==> src/rtl/axi4lite_protocol_monitor.sv <==
// rtl/axi4lite_protocol_monitor.sv - passive AXI4-Lite protocol checker with sticky error status
//
// Observes one AXI4-Lite link and records rule violations in err_status.
// Bits: 0 AR stable, 1 AW stable, 2 W stable, 3 R stable, 4 B stable,
//       5 R without outstanding read, 6 B without outstanding AW/W,
//       7 EXOKAY response, 8 outstanding overflow, 9 VALID right after reset,
//       10 read timeout, 11 write timeout.
// Optional watchdog (bits 10/11) compiled in with `define AXI4LITE_MON_TIMEOUT_EN.
// Ports:
//   S_AXI_ACLK, S_AXI_ARESETN (sync active-low) : clock / reset
//   S_AXI_AW*, S_AXI_W*, S_AXI_B*, S_AXI_AR*, S_AXI_R* : observed bus (inputs only)
//   clr             : clears err_status, first_err, first_err_valid
//   err_status      : sticky violation bits
//   err_pulse       : one cycle high when a new violation bit is recorded
//   first_err       : index of first violation since clear
//   first_err_valid : first_err is meaningful
//   rd_outstanding  : accepted AR not yet answered
//   wr_outstanding  : min(aw_cnt, w_cnt)

module axi4lite_protocol_monitor #(
    parameter int ADDR_WIDTH      = 4,
    parameter int DATA_WIDTH      = 32,
    parameter int MAX_OUTSTANDING = 4,
    parameter int TIMEOUT_CYCLES  = 256,
    localparam int CNT_W          = $clog2(MAX_OUTSTANDING + 1)
) (
    input  logic                    S_AXI_ACLK,
    input  logic                    S_AXI_ARESETN,
    input  logic [ADDR_WIDTH-1:0]   S_AXI_AWADDR,
    input  logic [2:0]              S_AXI_AWPROT,
    input  logic                    S_AXI_AWVALID,
    input  logic                    S_AXI_AWREADY,
    input  logic [DATA_WIDTH-1:0]   S_AXI_WDATA,
    input  logic [DATA_WIDTH/8-1:0] S_AXI_WSTRB,
    input  logic                    S_AXI_WVALID,
    input  logic                    S_AXI_WREADY,
    input  logic [1:0]              S_AXI_BRESP,
    input  logic                    S_AXI_BVALID,
    input  logic                    S_AXI_BREADY,
    input  logic [ADDR_WIDTH-1:0]   S_AXI_ARADDR,
    input  logic [2:0]              S_AXI_ARPROT,
    input  logic                    S_AXI_ARVALID,
    input  logic                    S_AXI_ARREADY,
    input  logic [DATA_WIDTH-1:0]   S_AXI_RDATA,
    input  logic [1:0]              S_AXI_RRESP,
    input  logic                    S_AXI_RVALID,
    input  logic                    S_AXI_RREADY,
    input  logic                    clr,
    output logic [11:0]             err_status,
    output logic                    err_pulse,
    output logic [3:0]              first_err,
    output logic                    first_err_valid,
    output logic [CNT_W-1:0]        rd_outstanding,
    output logic [CNT_W-1:0]        wr_outstanding
);

    localparam logic [CNT_W-1:0] CNT_MAX = CNT_W'(MAX_OUTSTANDING);

    logic ar_hs, aw_hs, w_hs, r_hs, b_hs;
    assign ar_hs = S_AXI_ARVALID && S_AXI_ARREADY;
    assign aw_hs = S_AXI_AWVALID && S_AXI_AWREADY;
    assign w_hs  = S_AXI_WVALID  && S_AXI_WREADY;
    assign r_hs  = S_AXI_RVALID  && S_AXI_RREADY;
    assign b_hs  = S_AXI_BVALID  && S_AXI_BREADY;

    // Stability tracking: pend = VALID && !READY last cycle, plus payload copy.
    logic                    ar_pend, aw_pend, w_pend, r_pend, b_pend;
    logic [ADDR_WIDTH-1:0]   ar_addr_q, aw_addr_q;
    logic [2:0]              ar_prot_q, aw_prot_q;
    logic [DATA_WIDTH-1:0]   w_data_q, r_data_q;
    logic [DATA_WIDTH/8-1:0] w_strb_q;
    logic [1:0]              r_resp_q, b_resp_q;

    logic [CNT_W-1:0] rd_cnt, aw_cnt, w_cnt;
    logic             rst_seen;   // previous edge was in reset
    logic [11:0]      viol;
    logic [1:0]       wd_viol;
    logic [3:0]       viol_idx;

    assign rd_outstanding = rd_cnt;
    assign wr_outstanding = (aw_cnt < w_cnt) ? aw_cnt : w_cnt;

    always_comb begin
        viol    = 12'h000;
        viol[0] = ar_pend && (!S_AXI_ARVALID || S_AXI_ARADDR != ar_addr_q || S_AXI_ARPROT != ar_prot_q);
        viol[1] = aw_pend && (!S_AXI_AWVALID || S_AXI_AWADDR != aw_addr_q || S_AXI_AWPROT != aw_prot_q);
        viol[2] = w_pend  && (!S_AXI_WVALID  || S_AXI_WDATA  != w_data_q  || S_AXI_WSTRB  != w_strb_q);
        viol[3] = r_pend  && (!S_AXI_RVALID  || S_AXI_RDATA  != r_data_q  || S_AXI_RRESP  != r_resp_q);
        viol[4] = b_pend  && (!S_AXI_BVALID  || S_AXI_BRESP  != b_resp_q);
        viol[5] = S_AXI_RVALID && (rd_cnt == '0);
        viol[6] = S_AXI_BVALID && (aw_cnt == '0 || w_cnt == '0);
        viol[7] = (S_AXI_RVALID && S_AXI_RRESP == 2'b01) || (S_AXI_BVALID && S_AXI_BRESP == 2'b01);
        // Only a net increment can overflow; a simultaneous decrement cancels it.
        viol[8] = (ar_hs && !r_hs && rd_cnt == CNT_MAX) ||
                  (aw_hs && !b_hs && aw_cnt == CNT_MAX) ||
                  (w_hs  && !b_hs && w_cnt  == CNT_MAX);
        viol[9] = rst_seen && (S_AXI_ARVALID || S_AXI_AWVALID || S_AXI_WVALID ||
                               S_AXI_RVALID  || S_AXI_BVALID);
        viol[11:10] = wd_viol;
    end

    // Lowest set index wins when several checks fire in the same cycle.
    always_comb begin
        viol_idx = 4'd0;
        for (int i = 11; i >= 0; i--) begin
            if (viol[i]) viol_idx = 4'(i);
        end
    end

    // Saturating up/down counter step.
    function automatic logic [CNT_W-1:0] cnt_step(input logic [CNT_W-1:0] cnt,
                                                  input logic inc, input logic dec);
        logic [CNT_W-1:0] r;
        r = cnt;
        if (inc && !dec && cnt != CNT_MAX) r = cnt + 1'b1;
        else if (dec && !inc && cnt != '0) r = cnt - 1'b1;
        return r;
    endfunction

`ifdef AXI4LITE_MON_TIMEOUT_EN
    localparam int TO_W = $clog2(TIMEOUT_CYCLES + 1);
    localparam logic [TO_W-1:0] TO_LIM = TO_W'(TIMEOUT_CYCLES);
    logic [TO_W-1:0] rd_wd, wr_wd;
    logic            rd_wait, wr_wait;

    assign rd_wait = (rd_cnt != '0) && !r_hs;
    assign wr_wait = (wr_outstanding != '0) && !b_hs;
    // Flag on the edge where the counter reaches the limit; it then holds there.
    assign wd_viol[0] = rd_wait && (rd_wd == TO_LIM - 1'b1);
    assign wd_viol[1] = wr_wait && (wr_wd == TO_LIM - 1'b1);

    always_ff @(posedge S_AXI_ACLK) begin
        if (!S_AXI_ARESETN) begin
            rd_wd <= '0;
            wr_wd <= '0;
        end else begin
            if (!rd_wait)             rd_wd <= '0;
            else if (rd_wd != TO_LIM) rd_wd <= rd_wd + 1'b1;
            if (!wr_wait)             wr_wd <= '0;
            else if (wr_wd != TO_LIM) wr_wd <= wr_wd + 1'b1;
        end
    end
`else
    logic unused_timeout_cfg;
    assign unused_timeout_cfg = (TIMEOUT_CYCLES > 1);
    assign wd_viol = 2'b00;
`endif

    logic [11:0] status_base;
    logic        fv_base;
    assign status_base = clr ? 12'h000 : err_status;
    assign fv_base     = clr ? 1'b0 : first_err_valid;

    always_ff @(posedge S_AXI_ACLK) begin
        if (!S_AXI_ARESETN) begin
            err_status      <= '0;
            err_pulse       <= 1'b0;
            first_err       <= '0;
            first_err_valid <= 1'b0;
            rd_cnt          <= '0;
            aw_cnt          <= '0;
            w_cnt           <= '0;
            rst_seen        <= 1'b1;
            ar_pend         <= 1'b0;
            aw_pend         <= 1'b0;
            w_pend          <= 1'b0;
            r_pend          <= 1'b0;
            b_pend          <= 1'b0;
        end else begin
            rst_seen   <= 1'b0;
            // Clear is applied before set, so a violation in the clr cycle survives.
            err_status <= status_base | viol;
            err_pulse  <= |(viol & ~status_base);
            if (!fv_base && |viol) begin
                first_err       <= viol_idx;
                first_err_valid <= 1'b1;
            end else if (clr) begin
                first_err       <= '0;
                first_err_valid <= 1'b0;
            end

            rd_cnt <= cnt_step(rd_cnt, ar_hs, r_hs);
            aw_cnt <= cnt_step(aw_cnt, aw_hs, b_hs);
            w_cnt  <= cnt_step(w_cnt,  w_hs,  b_hs);

            ar_pend <= S_AXI_ARVALID && !S_AXI_ARREADY;
            aw_pend <= S_AXI_AWVALID && !S_AXI_AWREADY;
            w_pend  <= S_AXI_WVALID  && !S_AXI_WREADY;
            r_pend  <= S_AXI_RVALID  && !S_AXI_RREADY;
            b_pend  <= S_AXI_BVALID  && !S_AXI_BREADY;
        end
    end

    // Payload copies need no reset; they are only read while pend is set.
    always_ff @(posedge S_AXI_ACLK) begin
        ar_addr_q <= S_AXI_ARADDR;
        ar_prot_q <= S_AXI_ARPROT;
        aw_addr_q <= S_AXI_AWADDR;
        aw_prot_q <= S_AXI_AWPROT;
        w_data_q  <= S_AXI_WDATA;
        w_strb_q  <= S_AXI_WSTRB;
        r_data_q  <= S_AXI_RDATA;
        r_resp_q  <= S_AXI_RRESP;
        b_resp_q  <= S_AXI_BRESP;
    end

endmodule

==> config.mk <==
export PLATFORM = sky130hd
export DESIGN_NAME = axi4lite_protocol_monitor
export DESIGN_NICKNAME = d
export VERILOG_FILES = /design/src/rtl/axi4lite_protocol_monitor.sv
export SDC_FILE = /design/constraint.sdc
export NUM_CORES = 1
export LEC_CHECK = 0
export BUFFER_PORTS_ARGS = -buffer_cell sky130_fd_sc_hd__buf_4
export CAP_MARGIN = 20
export CORE_MARGIN = 3
export CORE_UTILIZATION = 52
export DETAILED_ROUTE_END_ITERATION = 10
export PLACE_DENSITY = 0.9
export SYNTH_ARGS = -nofsm -noshare
export SYNTH_HDL_FRONTEND = slang
export SYNTH_SLANG_ARGS = --single-unit
==> constraint.sdc <==
create_clock -name S_AXI_ACLK -period 2.4 [get_ports S_AXI_ACLK]
set_clock_uncertainty 0.1 [all_clocks]
set_input_delay 0.12 -clock S_AXI_ACLK [delete_from_list [all_inputs] [get_ports S_AXI_ACLK]]
set_output_delay 0.12 -clock S_AXI_ACLK [all_outputs]
set_load 0.01 [all_outputs]
==> results of run 1 <==
-- how the worst max path moves through the flow --
stage	from	to	slack [ns]
final	r_data_q[8]	first_err[0]	-0.03
after global placement	r_data_q[24]	first_err[0]	0.20
after floorplan	r_data_q[24]	first_err[0]	0.24
after CTS	r_data_q[1]	first_err[0]	0.007
after detailed placement	r_data_q[31]	first_err[0]	0.11
after global routing	r_data_q[8]	first_err[1]	-0.09
-- state kept, by name, indices dropped and copies added, names as in the netlist, 2 cells and up --
signal	count
r_data_q	32
ar_addr_q	4
r_resp_q	2
w_strb_q	4
aw_prot_q	3
err_status	12
ar_prot_q	3
w_cnt	3
b_resp_q	2
rd_outstanding	3
aw_addr_q	4
aw_cnt	3
first_err	4
w_data_q	32
-- power breakdown --
part | switching [mW] | internal (mW)
clock | 0.897 | 1.51
combinational | 0.389 | 0.473
sequential | 0.0845 | 2.10
-- synthesized netlist by cell type, types with 2 or more instances --
cell                         n
sky130_fd_sc_hd__and2_1      3
sky130_fd_sc_hd__clkbuf_1    5
sky130_fd_sc_hd__mux2i_1     4
sky130_fd_sc_hd__o31ai_4     2
sky130_fd_sc_hd__nand4_1    11
sky130_fd_sc_hd__nor3b_1     5
sky130_fd_sc_hd__nand2_1    21
sky130_fd_sc_hd__dfxtp_1   119
sky130_fd_sc_hd__nor2_1     15
sky130_fd_sc_hd__ha_1        2
sky130_fd_sc_hd__fa_1        3
sky130_fd_sc_hd__nor2b_1     4
sky130_fd_sc_hd__o21ai_0    18
sky130_fd_sc_hd__inv_1       8
sky130_fd_sc_hd__nor4_1     12
sky130_fd_sc_hd__o221ai_1    2
sky130_fd_sc_hd__nor3_1     10
sky130_fd_sc_hd__xnor2_1    35
sky130_fd_sc_hd__a21oi_1    22
sky130_fd_sc_hd__nand3_1     6
sky130_fd_sc_hd__nand3b_1    7
sky130_fd_sc_hd__a211oi_1    9
sky130_fd_sc_hd__or3b_2      2
sky130_fd_sc_hd__xor2_1     53
sky130_fd_sc_hd__nand2b_1    9
-- cell families (layout without fill, tap and decap cells) --
family	after synthesis	after routing
fa+ha+maj	5	5
flops	119	119
mux	5	5
simple gates	113	113
buf+inv	14	276
compound gates	66	66
xor+xnor	88	88
-- metrics by stage --
stage	setup WS, ns	hold WS (ns)	power, mW
3_3_place_gp	0.2042	0.1347	2.831
2_1_floorplan	0.2417	0.04772	2.552
4_1_cts	0.007480	0.1157	5.345
5_1_grt	-0.08713	0.1427	5.617
3_5_place_dp	0.1121	0.1408	2.869
6_report	-0.02876	0.1474	5.452
-- routing by layer --
layer	vias to the layer above	track usage, %	wire length, um
li1	1929	-	-
met1	1964	29.63	5256
met2	183	54.45	8157
met3	43	6.723	789
met4	0	15.55	451
met5	-	0	0
-- what timing repair did --
| item | 4_1_cts | 5_1_grt |
|---|---|---|
| buffers inserted | 0 | 2 |
| resized for setup | 1 | 18 |
| endpoints found under the setup margin | 1 | 6 |
| hold buffers | 101 | 0 |
| pin swaps | 0 | 17 |
| hold endpoints to repair | 109 | 0 |
-- cell type report --
cell class              count  area [um2]
clock buffers              21       449.2
clock inverters             9       102.6
fillers                   348        1030
inverters                   8       30.03
multi-input cells         277        2083
flip-flops and latches    119        2392
well taps                 105       131.4
repair buffers            238        2039
-- critical path, cell delays in order (launching register included) --
cell and delay, ns:
sky130_fd_sc_hd__dfxtp_1 0.32, sky130_fd_sc_hd__xnor2_1 0.24, sky130_fd_sc_hd__nand4_1 0.15, sky130_fd_sc_hd__or4_4 0.55, sky130_fd_sc_hd__o31ai_4 0.32, sky130_fd_sc_hd__nand3_4 0.14, sky130_fd_sc_hd__o32ai_4 0.31, sky130_fd_sc_hd__mux2i_1 0.23
==> out/results.ini, run 1 <==
[logic_synthesis]
synth_cell_types = 48
ys_seq_elements = 119
synth_cells = 410
synth-seq-area-share_pct = 53.62
area_fraction_in_compound_gates_after_synthesis_pct = 10.31
postSynth.asyncResetShare_pct = 0
synth_simple_gate_area_share_pct = 14.45
count_of_flip_flops_with_a_built_in_enable_after_synthesis = 0
synth_flop_cell = sky130_fd_sc_hd__dfxtp_1
syn-num-nets = 514
post_synth_instance_area_mm2 = 0.004443
post_synth_mux_area_share_pct = 1.155
yosysTopAreaCellShare_pct = 53.62
synthAdderAreaFrac_pct = 1.915
yosysWarningCount = 0
post_synth_xor_area_fraction_pct = 17.35
synth_top_family_by_area = XOR/XNOR gates
post_synth_main_area_contributors = sky130_fd_sc_hd__dfxtp_1 54%, sky130_fd_sc_hd__xor2_1 10%, sky130_fd_sc_hd__xnor2_1 6.9%
synth_area_leader_cell = sky130_fd_sc_hd__dfxtp_1
synth_area_per_inst_um2 = 10.84

[worst_setup_path]
worstSetupStartpointType = flop
worst_path_class_setup = reg -> reg
critical_path.reg2reg.endpoint = first_err[0]
timing.critical_path.arrival_ns = 2.76
worst-endpoint-required_ns = 2.74
worst_r2r_startpoint = r_data_q[8]
critical_path.max_fanout = 3
cp-end-kind = flop
reg2regPathDepth = 7
setup.reg_to_reg.worst_slack_ns = -0.03

[placement]
weighted_congestion_reported_at_the_end_of_routability_driven_placement = 0.9222
dp_hpwl_um = 7880
port_buffers = 122
numPlacedInstances = 644
dpl_cell_area_mm2 = 0.005564

[clocking]
tritoncts = yes
clkTransAtPathRegs_ns = 0.06
worst_skew_pair.late_latency_ns = 0.52
clockRootBuffer = sky130_fd_sc_hd__clkbuf_8
cts-root-to-sink-buffers = 2
htree_num_levels = 4
clock_sinks = 119
cts_buffers = 17

[run_status]
status = finished with violations
violated_checks = setup timing

[detailed_routing]
vias_per_cell = 5.301
final_antenna_net_count = 0
route.final.wire_length_um = 14650
detail_route.drc_violations = 0
firstDrtPassIters = 5
route.vias.total = 4119
drt_first_iter_violations = 273
avgRoutedWirePerCell_um = 18.86

[grt]
grt.total_usage_pct = 29.06
initial_antenna_violation_count = 0
maximum_number_of_pins_on_one_net_before_global_route_repair = 24
total_congestion_overflow = 0
grt_first_pass_wirelength_um = 21910
grt_pass1_vias = 4477

[sta]
final_min_period_over_clock_period_pct = 101.2
layout_setup_ws_ns = -0.02876
fmax_mhz = 411.7
maxSlewHeadroom_pct = 51.00
report.final.hold_viol_count = 0
totalNegativeSetupSlack_ns = -0.07302
setup-violations-final = 4
slew_viol_final = 0
period_minus_slack_ns = 2.429
timing_worst_slew_pin_value_ns = 0.7272

[final_layout]
layout.cells.most_common = sky130_fd_sc_hd__buf_4
fin_cells = 777
insertedDiodeCount = 0
most-common-layout-cells = 137 x sky130_fd_sc_hd__buf_4, 111 x sky130_fd_sc_hd__dfxtp_1, 101 x sky130_fd_sc_hd__dlygate4sd3_1, 53 x sky130_fd_sc_hd__xor2_1, 27 x sky130_fd_sc_hd__xnor2_1
drive_above_1_share_pct = 29.02
area_delta_synth_final_pct = 62.69
finalInstanceArea_mm2 = 0.007228
finish.net_count = 765
fin_util_pct = 87.53

[job]
cap_viol_max_count = 0

[hold_path]
min_from = S_AXI_ARVALID
min-delay-path-class = in -> reg
worstHoldPathCells = 5
min_to = err_status[9]

[floorplan]
floorplan.core_area_mm2 = 0.008258
floorplan.die.height_um = 98.44
die_area_mm2 = 0.009689
start_util_pct = 53.80
num_rows = 33
die_w_um = 98.44
top_level_ports = 123

[pwr]
ir_drop_v = 0.0006533
cellPowerDensity_mw_per_mm2 = 754.3
power.leakage_nw = 3.090

Note: power is estimated with default switching activity, not from simulation.
==> inputs of run 2 (changes only) <==
==> constraint.sdc (replaced) <==
create_clock -name S_AXI_ACLK -period 2.4 [get_ports S_AXI_ACLK]
set_clock_uncertainty 0.1 [all_clocks]
set_input_delay 0 -clock S_AXI_ACLK [delete_from_list [all_inputs] [get_ports S_AXI_ACLK]]
set_output_delay 0 -clock S_AXI_ACLK [all_outputs]
set_load 0.01 [all_outputs]
==> run 2 against run 1 <==
Effect of this change:
- the flow still finishes with violations (setup timing)
- global-route usage is 6.3 points higher
- combinational power is 9.3% higher
- cell count rose by 0.64%
- non-clock buffer count increased by 3
- critical path type unchanged
- utilization grew 2.0 points
==> out/results.ini, run 2 (synthesis gave the netlist of run 1 again) <==
[sta]
rsz_0062_raised_after_global_routing = true
period_minus_slack_ns = 2.543  ; +0.1146 ns
fmax_mhz = 393.2  ; -4.5%
slew_viol_final = 0  ; unchanged
timing.hold.ws_ns = 0.04980  ; -0.09758 ns
report.final.hold_viol_count = 0  ; unchanged
final_min_period_over_clock_period_pct = 106.0  ; +4.8 points
setup-violations-final = 6  ; +2
maxSlewHeadroom_pct = 52.19  ; +1.2 points
layout_setup_ws_ns = -0.1433  ; -0.1146 ns
timing_worst_slew_pin_value_ns = 0.7097  ; -0.01756 ns

[final_layout]
drive_above_1_share_pct = 30.28  ; +1.3 points
area_delta_synth_final_pct = 66.49
ff_latch_area_mm2 = 0.002391  ; about the same
multiInputGateArea_mm2 = 0.002125  ; +2.0%
finish.net_count = 768  ; +0.39%
insertedDiodeCount = 0  ; unchanged
most-common-layout-cells = 137 x sky130_fd_sc_hd__buf_4, 112 x sky130_fd_sc_hd__dfxtp_1, 103 x sky130_fd_sc_hd__dlygate4sd3_1, 52 x sky130_fd_sc_hd__xor2_1, 28 x sky130_fd_sc_hd__xnor2_1
count_of_filler_cells_inserted_in_the_layout = 307  ; -12%
layout.cells.most_common = sky130_fd_sc_hd__buf_4
fin_cells = 782  ; +0.64%
reg.largest.list = r_data_q x32, w_data_q x32, err_status x12

[worst_setup_path]
timing.critical_path.arrival_ns = 2.87  ; +0.11 ns
timing.critical_path.slowest_cell_delay_ns = 0.54  ; about the same
family_of_cells_with_the_greatest_summed_delay_on_the_critical_path = simple AND/OR/NAND/NOR gates
cp_depth = 7  ; unchanged
critical_path_buf_inv_count = 0  ; unchanged
cp-end-kind = flop
worst_path_class_setup = reg -> reg
critical_path.max_fanout = 4  ; +1
reg2regPathDepth = 7  ; unchanged
worstPathCellList = xnor2_1 > nand4_1 > or4_4 > o31ai_4 > nand3_4 > o32ai_4 > mux2i_1
worst-endpoint-required_ns = 2.73  ; about the same
worstSetupStartpointType = flop
critical-path-slowest-cell = sky130_fd_sc_hd__or4_4

[pwr]
p_sw_mw = 1.541  ; +12%
power.share.sequential_pct = 36.7  ; -3.3 points
p_sw_share_pct = 25.90  ; +0.76 points
total_power_mw = 5.951  ; +9.1%
intPower_mw = 4.410  ; +8.0%
combinationalPowerShare_pct = 15.8  ; about the same
power.leakage_nw = 3.146  ; +1.8%
cellPowerDensity_mw_per_mm2 = 804.5  ; +6.7%
ir_drop_v = 0.0007105  ; +8.8%
power_frac_clock_pct = 47.4  ; +3.2 points

[clocking]
cts_buffers = 17  ; unchanged
htree_num_levels = 4  ; unchanged
cts-root-to-sink-buffers = 2  ; unchanged
clkTransAtPathRegs_ns = 0.06  ; about the same
clockRootBuffer = sky130_fd_sc_hd__clkbuf_8
tritoncts = yes
clock_sinks = 119  ; unchanged
worst_skew_pair.late_latency_ns = 0.51  ; about the same

[grt]
initial_antenna_violation_count = 0  ; unchanged
maximum_number_of_pins_on_one_net_before_global_route_repair = 20  ; -17%
grt_first_pass_wirelength_um = 26300  ; +20%
grt_pass1_vias = 5084  ; +14%
total_congestion_overflow = 0  ; unchanged
grt.total_usage_pct = 35.35  ; +6.3 points

[floorplan]
floorplan.core_area_mm2 = 0.008258  ; unchanged
die_w_um = 98.44  ; unchanged
die_area_mm2 = 0.009689  ; unchanged
floorplan.die.height_um = 98.44  ; unchanged
start_util_pct = 53.80  ; unchanged
num_rows = 33  ; unchanged
top_level_ports = 123  ; unchanged

[placement]
weighted_congestion_reported_at_the_end_of_routability_driven_placement = 0.8818  ; -4.4%
numPlacedInstances = 645  ; +0.16%
port_buffers = 122  ; unchanged
dp_hpwl_um = 7663  ; -2.7%

[detailed_routing]
drt_first_iter_violations = 398  ; +46%
firstDrtPassIters = 6  ; +1
detail_route.drc_violations = 0  ; unchanged
vias_per_cell = 5.803  ; +9.5%
final_antenna_net_count = 0  ; unchanged
avgRoutedWirePerCell_um = 22.75  ; +21%
route.vias.total = 4538  ; +10%
route.final.wire_length_um = 17790  ; +21%

[job]
cap_viol_max_count = 0  ; unchanged

[hold_path]
worstHoldPathCells = 2  ; -3
min-delay-path-class = in -> reg

[run_status]
violated_checks = setup timing
status = finished with violations

==> run 2: cell count changes in the layout (fill, tap and decap cells not counted), moves of 3 or more <==
cell,before,now
sky130_fd_sc_hd__clkinv_4,0,3
sky130_fd_sc_hd__clkinv_2,4,1
sky130_fd_sc_hd__nor4_1,10,7
sky130_fd_sc_hd__bufinv_16,2,5
==> run 2: cell type report <==
| type | count | area share [%] |
|---|---|---|
| flip-flops and latches | 119 | 32.32 |
| clock inverters | 14 | 2.994 |
| multi-input cells | 277 | 28.72 |
| repair buffers | 241 | 27.99 |
| inverters | 8 | 0.4060 |
| clock buffers | 18 | 5.785 |
| well taps | 105 | 1.776 |
==> run 2: per-layer routing <==
metal,share of wire [%],GRT usage (%)
met2,53,66.77
met4,8.3,22.37
met5,0,0
met1,32,33.91
met3,7.0,8.493
==> run 2: power groups by stage <==
stage          sequential [mW]  combinational (mW)  clock (mW)
2_1_floorplan             2.21               0.341           0
3_3_place_gp              2.20               0.634           0
3_5_place_dp              2.21               0.666           0
4_1_cts                   2.17               0.819        2.76
5_1_grt                   2.19               0.993        2.92
6_report                  2.19               0.942        2.82
==> run 2: worst register-to-register path, delay by kind of cell, from the launching register on <==
| kind | cells | cell delay (ns) |
|---|---|---|
| DFF | 1 | 0.32 |
| AOI/OAI and AO/OA | 2 | 0.73 |
| muxes | 1 | 0.25 |
| and+or+nand+nor | 3 | 0.85 |
| xor gates and xnor gates | 1 | 0.21 |
==> run 2: final timing paths <==
path,startpoint,endpoint,slack [ns]
worst max-delay path,r_data_q[27],first_err[0],-0.14
worst min-delay path,S_AXI_AWPROT[0],aw_prot_q[0],0.05
worst max register to register,r_data_q[27],first_err[0],-0.14
worst min register to register,err_status[10],err_status[10],0.40
==> run 2: through the flow <==
step / utilization [%] / setup slack (ns) / area, um2 / TNS (ns)
2_1_floorplan: - / 0.2417 / 4443 / 0
3_3_place_gp: 67.47 / 0.2162 / 5572 / 0
3_5_place_dp: 67.47 / 0.1455 / 5572 / 0
4_1_cts: 87.89 / 0.03219 / 7258 / 0
5_1_grt: 89.58 / -0.1659 / 7397 / -0.7337
6_report: 89.58 / -0.1433 / 7397 / -0.5275
==> run 2: timing repair <==
item	4_1_cts	5_1_grt
setup buffers	0	2
pin swaps	1	21
endpoints found under the setup margin	1	7
resized for setup	1	26
hold buffers	103	0
hold endpoints to repair	115	0
==> inputs of run 3 (changes only) <==
SETUP_SLACK_MARGIN = 0.15   (was default)
==> run 3 against run 2 <==
Effect of this change:
- the flow still finishes with violations (setup timing)
- utilization increased by 0.21 points
- critical path depth unchanged
- global-route usage decreased by 1.6 points
- cell area rose by 0.24%
- highest routed layer unchanged
- power fell by 0.56%
- clock-buffer cell count did not move
- critical endpoint unchanged
- sequential power barely moved
==> out/results.ini, run 3 (synthesis gave the netlist of run 1 again) <==
[worst_setup_path]
worstSetupStartpointType = flop
timing.critical_path.slowest_cell_delay_ns = 0.57  ; +0.03 ns
reg2regPathDepth = 7  ; unchanged
worstPathCellList = xnor2_2 > nand4_1 > or4_4 > o31ai_4 > nand3_4 > o32ai_4 > mux2i_1
critical_path.reg2reg.endpoint = first_err[0]
setup.reg_to_reg.worst_slack_ns = -0.16  ; -0.02 ns
worst-endpoint-required_ns = 2.71  ; -0.02 ns
worstSetupStartpoint = r_resp_q[0]
family_of_cells_with_the_greatest_summed_delay_on_the_critical_path = simple AND/OR/NAND/NOR gates
timing.critical_path.arrival_ns = 2.87  ; about the same
worst_r2r_startpoint = r_resp_q[0]
critical_path.endpoint = first_err[0]
worst_path_class_setup = reg -> reg
critical-path-slowest-cell = sky130_fd_sc_hd__or4_4
cp_depth = 7  ; unchanged
cp-end-kind = flop
critical_path_buf_inv_count = 0  ; unchanged
critical_path.max_fanout = 5  ; +1

[run_status]
status = finished with violations
violated_checks = setup timing

[clocking]
htree_num_levels = 4  ; unchanged
cts-root-to-sink-buffers = 2  ; unchanged
clockRootBuffer = sky130_fd_sc_hd__clkbuf_8
tritoncts = yes
worst_skew_pair.late_latency_ns = 0.52  ; about the same
cts_buffers = 17  ; unchanged
clock_sinks = 119  ; unchanged
clkTransAtPathRegs_ns = 0.06  ; about the same

[placement]
dpl_cell_area_mm2 = 0.005572  ; unchanged
port_buffers = 122  ; unchanged
place_ws_ns = 0.1455  ; unchanged
weighted_congestion_reported_at_the_end_of_routability_driven_placement = 0.8818  ; unchanged
dp_hpwl_um = 7663  ; unchanged

[floorplan]
num_rows = 33  ; unchanged
floorplan.core_area_mm2 = 0.008258  ; unchanged
die_area_mm2 = 0.009689  ; unchanged
start_util_pct = 53.80  ; unchanged
die_w_um = 98.44  ; unchanged
top_level_ports = 123  ; unchanged
floorplan.die.height_um = 98.44  ; unchanged

[hold_path]
min_from = S_AXI_RDATA[26]
min-delay-path-class = in -> reg

[pwr]
cellPowerDensity_mw_per_mm2 = 798.1  ; -0.80%
ir_drop_v = 0.0006750  ; -5.0%
power.leakage_nw = 3.143  ; -0.12%
total_power_mw = 5.917  ; -0.56%

[final_layout]
finish.net_count = 769  ; +0.13%
ff_latch_area_mm2 = 0.002392  ; about the same
count_of_filler_cells_inserted_in_the_layout = 312  ; +1.6%
finalInstanceArea_mm2 = 0.007415  ; +0.24%
drive_above_1_share_pct = 30.83  ; +0.55 points
fin_util_pct = 89.79  ; +0.21 points
reg.largest.list = r_data_q x32, w_data_q x32, err_status x12
area_delta_synth_final_pct = 66.88
most-common-layout-cells = 137 x sky130_fd_sc_hd__buf_4, 111 x sky130_fd_sc_hd__dfxtp_1, 103 x sky130_fd_sc_hd__dlygate4sd3_1, 53 x sky130_fd_sc_hd__xor2_1, 30 x sky130_fd_sc_hd__xnor2_1
layout.cells.most_common = sky130_fd_sc_hd__buf_4
multiInputGateArea_mm2 = 0.002127  ; +0.12%

[detailed_routing]
final_antenna_net_count = 0  ; unchanged
drt_first_iter_violations = 324  ; -19%
firstDrtPassIters = 6  ; unchanged
vias_per_cell = 5.671  ; -2.3%
route.final.wire_length_um = 16600  ; -6.7%
detail_route.drc_violations = 0  ; unchanged
avgRoutedWirePerCell_um = 21.18  ; -6.9%
route.vias.total = 4446  ; -2.0%

[sta]
final_min_period_over_clock_period_pct = 106.7  ; +0.76 points
timing.hold.ws_ns = 0.04178  ; -0.008024 ns
rsz_0062_raised_after_global_routing = true
setup-violations-final = 3  ; -3
timing_worst_slew_pin_value_ns = 0.7083  ; -0.001358 ns
fmax_mhz = 390.4  ; -0.72%
period_minus_slack_ns = 2.562  ; +0.01835 ns
maxSlewHeadroom_pct = 52.28  ; +0.091 points
layout_setup_ws_ns = -0.1617  ; -0.01835 ns
slew_viol_final = 0  ; unchanged
report.final.hold_viol_count = 0  ; unchanged

[grt]
initial_antenna_violation_count = 1  ; +1
grt.total_usage_pct = 33.71  ; -1.6 points
total_congestion_overflow = 0  ; unchanged
grt_pass1_vias = 4895  ; -3.7%
maximum_number_of_pins_on_one_net_before_global_route_repair = 20  ; unchanged
grt_first_pass_wirelength_um = 25330  ; -3.7%

[job]
cap_viol_max_count = 0  ; unchanged

[run 3: final cells by class]
class | instances | area share [%]
tap | 105 | 1.772
multi-input combinational | 277 | 28.69
clock buffer | 18 | 5.771
antenna | 1 | 0.03375
sequential | 119 | 32.26
inverter | 8 | 0.4050
clock inverter | 14 | 2.987
timing repair buffer | 242 | 28.08
[run 3: where the power goes]
part | total, mW | switching, mW | internal, mW
clock network | 2.80 | 0.967 | 1.83
logic | 0.940 | 0.447 | 0.493
registers | 2.18 | 0.0852 | 2.10
total | 5.92 | 1.50 | 4.42
[run 3: timing repair]
item | 4_1_cts | 5_1_grt
pin swaps | 20 | 6
hold buffers | 103 | 0
hold endpoints to repair | 115 | 0
gates resized for setup | 11 | 20
endpoints found under the setup margin | 6 | 7
setup buffers | 0 | 3
[run 3: worst min-delay path by stage]
| stage | cells after the start | end | slack, ns |
|---|---|---|---|
| floorplan | 0 | ar_addr_q[0] | -0.07 |
| global placement | 1 | w_data_q[18] | 0.01 |
| detailed placement | 1 | w_data_q[18] | 0.02 |
| CTS | 5 | w_cnt[2] | 0.02 |
| global route | 2 | aw_prot_q[1] | 0.05 |
| finish | 2 | r_data_q[26] | 0.04 |
[run 3: per-layer routing]
layer	routed length, um	vias to the layer above	GRT usage (%)
met3	1154	87	6.653
met4	953	0	18.07
met2	9026	299	64.79
li1	-	1941	-
met5	0	-	0
met1	5467	2119	33.67
[run 3: metrics by stage]
stage | instances | setup TNS (ns)
2_1_floorplan | 410 | 0
3_3_place_gp | 645 | 0
3_5_place_dp | 645 | 0
4_1_cts | 780 | 0
5_1_grt | 784 | -0.4867
6_report | 784 | -0.2784
